File: config.mk
export PLATFORM = sky130hd
export DESIGN_NAME = uart_rx
export DESIGN_NICKNAME = d
export VERILOG_FILES = /design/src/rtl/uart_pkg.sv /design/src/rtl/uart_sync_2ff.sv /design/src/rtl/uart_rx.sv
export SDC_FILE = /design/constraint.sdc
export NUM_CORES = 1
export LEC_CHECK = 0
export BUFFER_PORTS_ARGS = -buffer_cell sky130_fd_sc_hd__buf_2
export CORE_ASPECT_RATIO = 0.9
export CORE_MARGIN = 4
export CORE_UTILIZATION = 55
export CTS_CLUSTER_SIZE = 30
export DETAILED_ROUTE_END_ITERATION = 6
export GPL_ROUTABILITY_DRIVEN = 0
export PLACE_DENSITY = 0.74
export SYNTH_ARGS = -nofsm -noshare
export SYNTH_HDL_FRONTEND = slang
export SYNTH_HIERARCHICAL = 1
export SYNTH_SLANG_ARGS = --single-unit
File: constraint.sdc
create_clock -name clk -period 2.5 [get_ports clk]
set_input_delay 0.5 -clock clk [delete_from_list [all_inputs] [get_ports clk]]
set_output_delay 0.5 -clock clk [all_outputs]
set_load 0.05 [all_outputs]
File: src/rtl/uart_pkg.sv
// Shared UART definitions: receiver FSM encoding, parity modes and
// the width helper used by both uart_rx and uart_tx.
package uart_pkg;

    typedef enum logic [2:0] {
        IDLE,
        START,
        DATA,
        PARI,
        STOP,
        DONE
    } rx_state_e;

    typedef enum logic [1:0] {
        PAR_NONE,
        PAR_ODD,
        PAR_EVEN
    } parity_e;

    // ceil(log2(v)), never below 1 so it can size a vector directly
    function automatic int unsigned clog2(input int unsigned v);
        int unsigned r;
        r = 0;
        for (int i = 0; i < 32; i++) begin
            if ((64'd1 << i) < 64'(v)) begin
                r = i + 1;
            end
        end
        return (r == 0) ? 1 : r;
    endfunction

endpackage

File: src/rtl/uart_sync_2ff.sv
// Two-flop synchronizer for a single asynchronous input bit.
// Both stages reset to RST_VAL so an idle-high line looks idle out of reset.
module sync_2ff #(
    parameter logic RST_VAL = 1'b1
) (
    input  logic clk,
    input  logic arstn,
    input  logic d,
    output logic q
);

    logic meta;

    always_ff @(posedge clk or negedge arstn) begin
        if (!arstn) begin
            meta <= RST_VAL;
            q    <= RST_VAL;
        end else begin
            meta <= d;
            q    <= meta;
        end
    end

endmodule

File: src/rtl/uart_rx.sv
// UART receiver: start, DATA_WIDTH bits LSB first, one parity slot, one stop.
// Bits are sampled mid-bit by a baud counter restarted on every sample.
module uart_rx
    import uart_pkg::*;
#(
    parameter int    CLK_FREQ   = 50_000_000,
    parameter int    BAUD_RATE  = 9600,
    parameter string PARITY     = "NONE",
    parameter int    DATA_WIDTH = 8
) (
    input  logic                  clk,
    input  logic                  arstn,
    input  logic                  RXD,
    output logic [DATA_WIDTH-1:0] rx_data,
    output logic                  rx_valid,
    output logic                  rx_parity_err,
    output logic                  rx_frame_err
);

    localparam int unsigned BIT_CYC  = CLK_FREQ / BAUD_RATE;
    localparam int unsigned HALF_CYC = BIT_CYC / 2;
    localparam int unsigned CW       = clog2(BIT_CYC + 1);
    localparam int unsigned BW       = clog2(DATA_WIDTH + 1);

    localparam parity_e PMODE =
        (PARITY == "EVEN") ? PAR_EVEN :
        (PARITY == "ODD")  ? PAR_ODD  : PAR_NONE;

    localparam logic [CW-1:0] BIT_LAST  = CW'(BIT_CYC - 1);
    localparam logic [CW-1:0] HALF_LAST = CW'(HALF_CYC - 1);
    localparam logic [BW-1:0] DATA_LAST = BW'(DATA_WIDTH - 1);

    rx_state_e state;
    rx_state_e state_nxt;

    logic                  rxd_s;
    logic                  rxd_prev;
    logic                  fall;
    logic                  edge_pend;
    logic [CW-1:0]         cnt;
    logic [BW-1:0]         bit_cnt;
    logic [DATA_WIDTH-1:0] shreg;
    logic                  par_err;
    logic                  par_calc;
    logic                  tick;
    logic                  cnt_clr;

    sync_2ff #(
        .RST_VAL(1'b1)
    ) u_sync (
        .clk  (clk),
        .arstn(arstn),
        .d    (RXD),
        .q    (rxd_s)
    );

    assign fall = rxd_prev & ~rxd_s;

    always_ff @(posedge clk or negedge arstn) begin
        if (!arstn) begin
            state <= IDLE;
        end else begin
            state <= state_nxt;
        end
    end

    always_comb begin
        state_nxt = state;
        tick      = 1'b0;
        unique case (state)
            IDLE: begin
                if (fall || edge_pend) begin
                    state_nxt = START;
                end
            end
            START: begin
                if (cnt == HALF_LAST) begin
                    tick      = 1'b1;
                    state_nxt = rxd_s ? IDLE : DATA;
                end
            end
            DATA: begin
                if (cnt == BIT_LAST) begin
                    tick = 1'b1;
                    if (bit_cnt == DATA_LAST) begin
                        state_nxt = PARI;
                    end
                end
            end
            PARI: begin
                if (cnt == BIT_LAST) begin
                    tick      = 1'b1;
                    state_nxt = STOP;
                end
            end
            STOP: begin
                if (cnt == BIT_LAST) begin
                    tick      = 1'b1;
                    state_nxt = DONE;
                end
            end
            DONE: begin
                state_nxt = IDLE;
            end
            default: begin
                state_nxt = IDLE;
            end
        endcase
    end

    always_comb begin
        par_calc = 1'b0;
        unique case (PMODE)
            PAR_EVEN: par_calc = rxd_s != (^shreg);
            PAR_ODD:  par_calc = rxd_s != ~(^shreg);
            default:  par_calc = 1'b0;
        endcase
    end

    assign cnt_clr = (state == IDLE) || (state == DONE) || tick;

    always_ff @(posedge clk or negedge arstn) begin
        if (!arstn) begin
            cnt <= '0;
        end else if (cnt_clr) begin
            cnt <= '0;
        end else begin
            cnt <= cnt + 1'b1;
        end
    end

    always_ff @(posedge clk or negedge arstn) begin
        if (!arstn) begin
            bit_cnt <= '0;
            shreg   <= '0;
            par_err <= 1'b0;
        end else begin
            if (state == IDLE) begin
                bit_cnt <= '0;
            end else if (state == DATA && tick) begin
                bit_cnt <= bit_cnt + 1'b1;
            end
            // LSB arrives first, so after DATA_WIDTH shifts sample k sits in bit k
            if (state == DATA && tick) begin
                shreg <= {rxd_s, shreg[DATA_WIDTH-1:1]};
            end
            if (state == PARI && tick) begin
                par_err <= par_calc;
            end
        end
    end

    // A start edge landing in DONE is remembered and taken in the next IDLE
    always_ff @(posedge clk or negedge arstn) begin
        if (!arstn) begin
            rxd_prev  <= 1'b1;
            edge_pend <= 1'b0;
        end else begin
            rxd_prev <= rxd_s;
            if (state == DONE) begin
                edge_pend <= fall;
            end else if (state == IDLE) begin
                edge_pend <= 1'b0;
            end
        end
    end

    // Outputs are loaded on the stop sample so they are visible during DONE
    always_ff @(posedge clk or negedge arstn) begin
        if (!arstn) begin
            rx_data       <= '0;
            rx_valid      <= 1'b0;
            rx_parity_err <= 1'b0;
            rx_frame_err  <= 1'b0;
        end else begin
            rx_valid <= (state == STOP) && tick;
            if (state == STOP && tick) begin
                rx_data       <= shreg;
                rx_parity_err <= par_err;
                rx_frame_err  <= ~rxd_s;
            end
        end
    end

endmodule

==> results.md <==
- #FFs+latches synth: 42
- Max Fanout on Critical Path: 10
- Area Overhead vs Synth: 10.57%
- Slew HR: a little under two fifths
- Max-cap violations: 0
- Flop2flop setup slack: between 0.4 and 0.5 ns
- Reg2reg path depth: 5
- FF-to-FF End: shreg[3]$_DFFE_PN0P_
- NumNets Final: around 200
- Peak VDD IR: 0.0005171 V
- Fin area: 0.002198 sq mm
- Vias: 1418
- Largest net degree at the start of global routing: 43
- H-tree depth: 2
- Hold worst-path end: u_sync/meta$_DFF_PN1_
- Leakage: 0.001022 uW
- Hpwl dp: 2.565 mm
- FILL cells: approximately 260
- Post-synth top area share: 49.09%
- Status: completed
- Root buf cell: clkbuf_8
- PD cells: approximately 700 mW/mm^2
- Synth cell types: 44
- Later-pin clock latency in the skew report: approximately 0.3 ns
- Global route total overflow: 0
- Final period util: between 80% and 90%
- Worst slew pin tran: 0.9374 ns
- Post-CTS resize count: 0
- Hold_buf cts: 0
- Setup violators final: 0
- Worst-path clk slew: approximately 0.080 ns
- Antenna viol nets, final: 0
- Worst setup path class: register to register
- Core ar.: 0.003428 sq mm
- Initial antenna violation count: 0
- Drt first pass iters: 4
- Worst Skew: between 0.006 and 0.007 ns
- Wire length of the first global-routing pass: between 6 and 7 mm
- Cell Rows: 20
- Setup TNS: 0 ns
- Dpl cell area: between 0.002 and 0.0025 sq mm
- Fin crit period: just over 2 ns
- Die Y: 65.04 um
- Die width: slightly above 70 um
- Post-Synthesis Cell Area: 0.001988 sq mm
- IO Port Bufs: 12
- Wire length per cell: roughly 16 um
- DRT iter0 DRCs: about 110
- Max-slew violations: 0
- I/O pins: 14
- GRT Util Overall: 17.79%
- RSZ-0062 raised after global routing: false
- Register area share after synthesis: a little over half
- Full die area: between 0.004 and 0.005 sq mm
- Vias/cell: a little under 6
- Routed wire length: between 3 and 4 mm
- CTS tree: built
- Fraction of layout cells with a size suffix above 1: approximately a quarter
- Cts bufs inserted: 5
- CTS max path bufs: 2
- Worst Path Required: approximately 2.7 ns
- Ys Warns: 6
- CP endpoint kind: register
- Startpoint Class: register
- Diodes inserted: 0
- Vias in the first global route: roughly 1300
- EDFF count, synth: 0
- Ys flop type: dfrtp_1
- Power Total: roughly 1500 uW
- Hold WS: just under 0.3 ns
- Worst Hold Class: input port to register
- Synth area leader: dfrtp_1
- Starting Density: 57.99%
- WP data arrival: ~2.2 ns
- Synth area leaders: dfrtp_1 (49%), mux2_2 (8.5%), dfstp_2 (4.0%)
- Hold Fails Final Rpt: 0
- Drt drc: 0
- Syn Area/Cell: approximately 11 sq um
- CTS Sinks: 42
- Post-CTS setup buffer count: 0
- WHS Path Cells: 1
- Hold_sp: RXD
- Mapped Cells: between 150 and 200
- Asr flop ratio synth: 100.0%
- Fmax: around 490 MHz
- FF-to-FF Start: cnt[0]$_DFF_PN0_
- Synth Net Count: around 190
[synthesized netlist by cell type, drive strengths merged (2+ instances only)]
cell / instances
or4b: 2
nor4: 6
o31ai: 2
nand3: 7
nand4: 4
inv: 9
dfrtp: 39
o21ai: 6
dfstp: 3
nor3: 3
nor2b: 3
nor4b: 3
o22ai: 2
nor2: 20
buf: 4
xnor2: 9
nand2: 10
mux2: 16
ha: 2
xor2: 2
clkbuf: 4
a21oi: 2
a31oi: 3
nor4bb: 2
a21o: 2
[flip-flops by register name, indices dropped and copies added, names as in the netlist]
name	flops
rxd_prev	1
u_sync/q	1
bit_cnt	4
rx_data	8
rx_valid	1
shreg	8
edge_pend	1
state	3
rx_frame_err	1
cnt	13
u_sync/meta	1
[cell usage in the layout (no fill, tap or decap), types with 2 or more instances in the layout]
| master | Yosys | routed |
|---|---|---|
| o22ai_1 | 2 | 2 |
| xnor2_1 | 9 | 9 |
| nand4_1 | 4 | 4 |
| buf_4 | 1 | 5 |
| mux2_2 | 15 | 15 |
| o31ai_1 | 2 | 2 |
| o21ai_0 | 6 | 6 |
| nor4b_1 | 3 | 3 |
| a21o_1 | 2 | 2 |
| nand3_1 | 7 | 7 |
| nor2_1 | 20 | 20 |
| ha_1 | 2 | 2 |
| or4b_4 | 2 | 2 |
| nor2b_1 | 3 | 3 |
| nor4_1 | 5 | 5 |
| nor3_1 | 3 | 3 |
| dfrtp_1 | 39 | 39 |
| a31oi_1 | 3 | 3 |
| clkbuf_8 | 0 | 6 |
| inv_1 | 9 | 9 |
| nor4bb_1 | 2 | 2 |
| a21oi_1 | 2 | 2 |
| buf_2 | 3 | 12 |
| dfstp_2 | 3 | 3 |
| xor2_1 | 2 | 2 |
| nand2_1 | 10 | 10 |
[through the flow]
step	setup slack [ns]	util, %	std cells
floorplan	0.4868	-	181
global placement	0.5572	61.35	234
detailed placement	0.4846	61.35	234
CTS	0.4727	64.12	242
global route	0.3494	64.12	242
finish	0.4746	64.12	242
[area by class of cell]
type                            count  area, sq um  area share (%)
Tap cell                           44        55.05           2.504
Multi-Input combinational cell    122        862.1           39.21
Clock inverter                      2        12.51          0.5692
Inverter                            9        33.78           1.537
Clock buffer                        6        82.58           3.756
Sequential cell                    42         1055           47.98
Timing Repair Buffer               17        97.59           4.439
[cell families (layout without fill, tap and decap cells)]
family                   count (synthesis)  after routing  share of synthesized area [%]
buffers and inverters                   17             34                          3.587
other                                    1              1                         0.1886
AO/OA/AOI/OAI                           24             24                          8.056
adder cells (fa/ha/maj)                  2              2                          1.258
AND/OR/NAND/NOR                         67             67                          19.45
multiplexers                            17             17                          9.566
XOR/XNOR                                11             11                          4.846
flip-flops                              42             42                          53.05
[per-layer routing]
| metal | routed length (um) | track usage, % | vias up |
|---|---|---|---|
| li1 | - | - | 676 |
| met1 | 1700 | 24.92 | 698 |
| met2 | 1786 | 25.23 | 37 |
| met3 | 206 | 5.736 | 7 |
| met4 | 63 | 7.512 | 0 |
| met5 | 0 | 0 | - |
[worst max-delay path, cell delays in order (launching register included)]
cell and delay (ns):
dfrtp_1 0.41, ha_1 0.29, nand4_1 0.32, nor4_4 0.33, buf_4 0.22, mux2_2 0.35
[worst max path at each step]
stage	slack (ns)	startpoint	to
floorplan	0.49	cnt[5]$_DFF_PN0_	shreg[0]$_DFFE_PN0P_
global placement	0.56	cnt[9]$_DFF_PN0_	shreg[5]$_DFFE_PN0P_
detailed placement	0.48	cnt[0]$_DFF_PN0_	shreg[3]$_DFFE_PN0P_
CTS	0.47	cnt[0]$_DFF_PN0_	shreg[3]$_DFFE_PN0P_
global route	0.35	cnt[0]$_DFF_PN0_	shreg[3]$_DFFE_PN0P_
finish	0.47	cnt[0]$_DFF_PN0_	shreg[3]$_DFFE_PN0P_
[power by group]
| group | switching [uW] | leakage [uW] | internal (uW) |
|---|---|---|---|
| logic | 157 | 0.000410 | 96.5 |
| clock network | 236 | 0.0000472 | 222 |
| registers | 94.5 | 0.000565 | 730 |
| total | 487 | 0.00102 | 1050 |
Power figures use the tool's default switching activity.
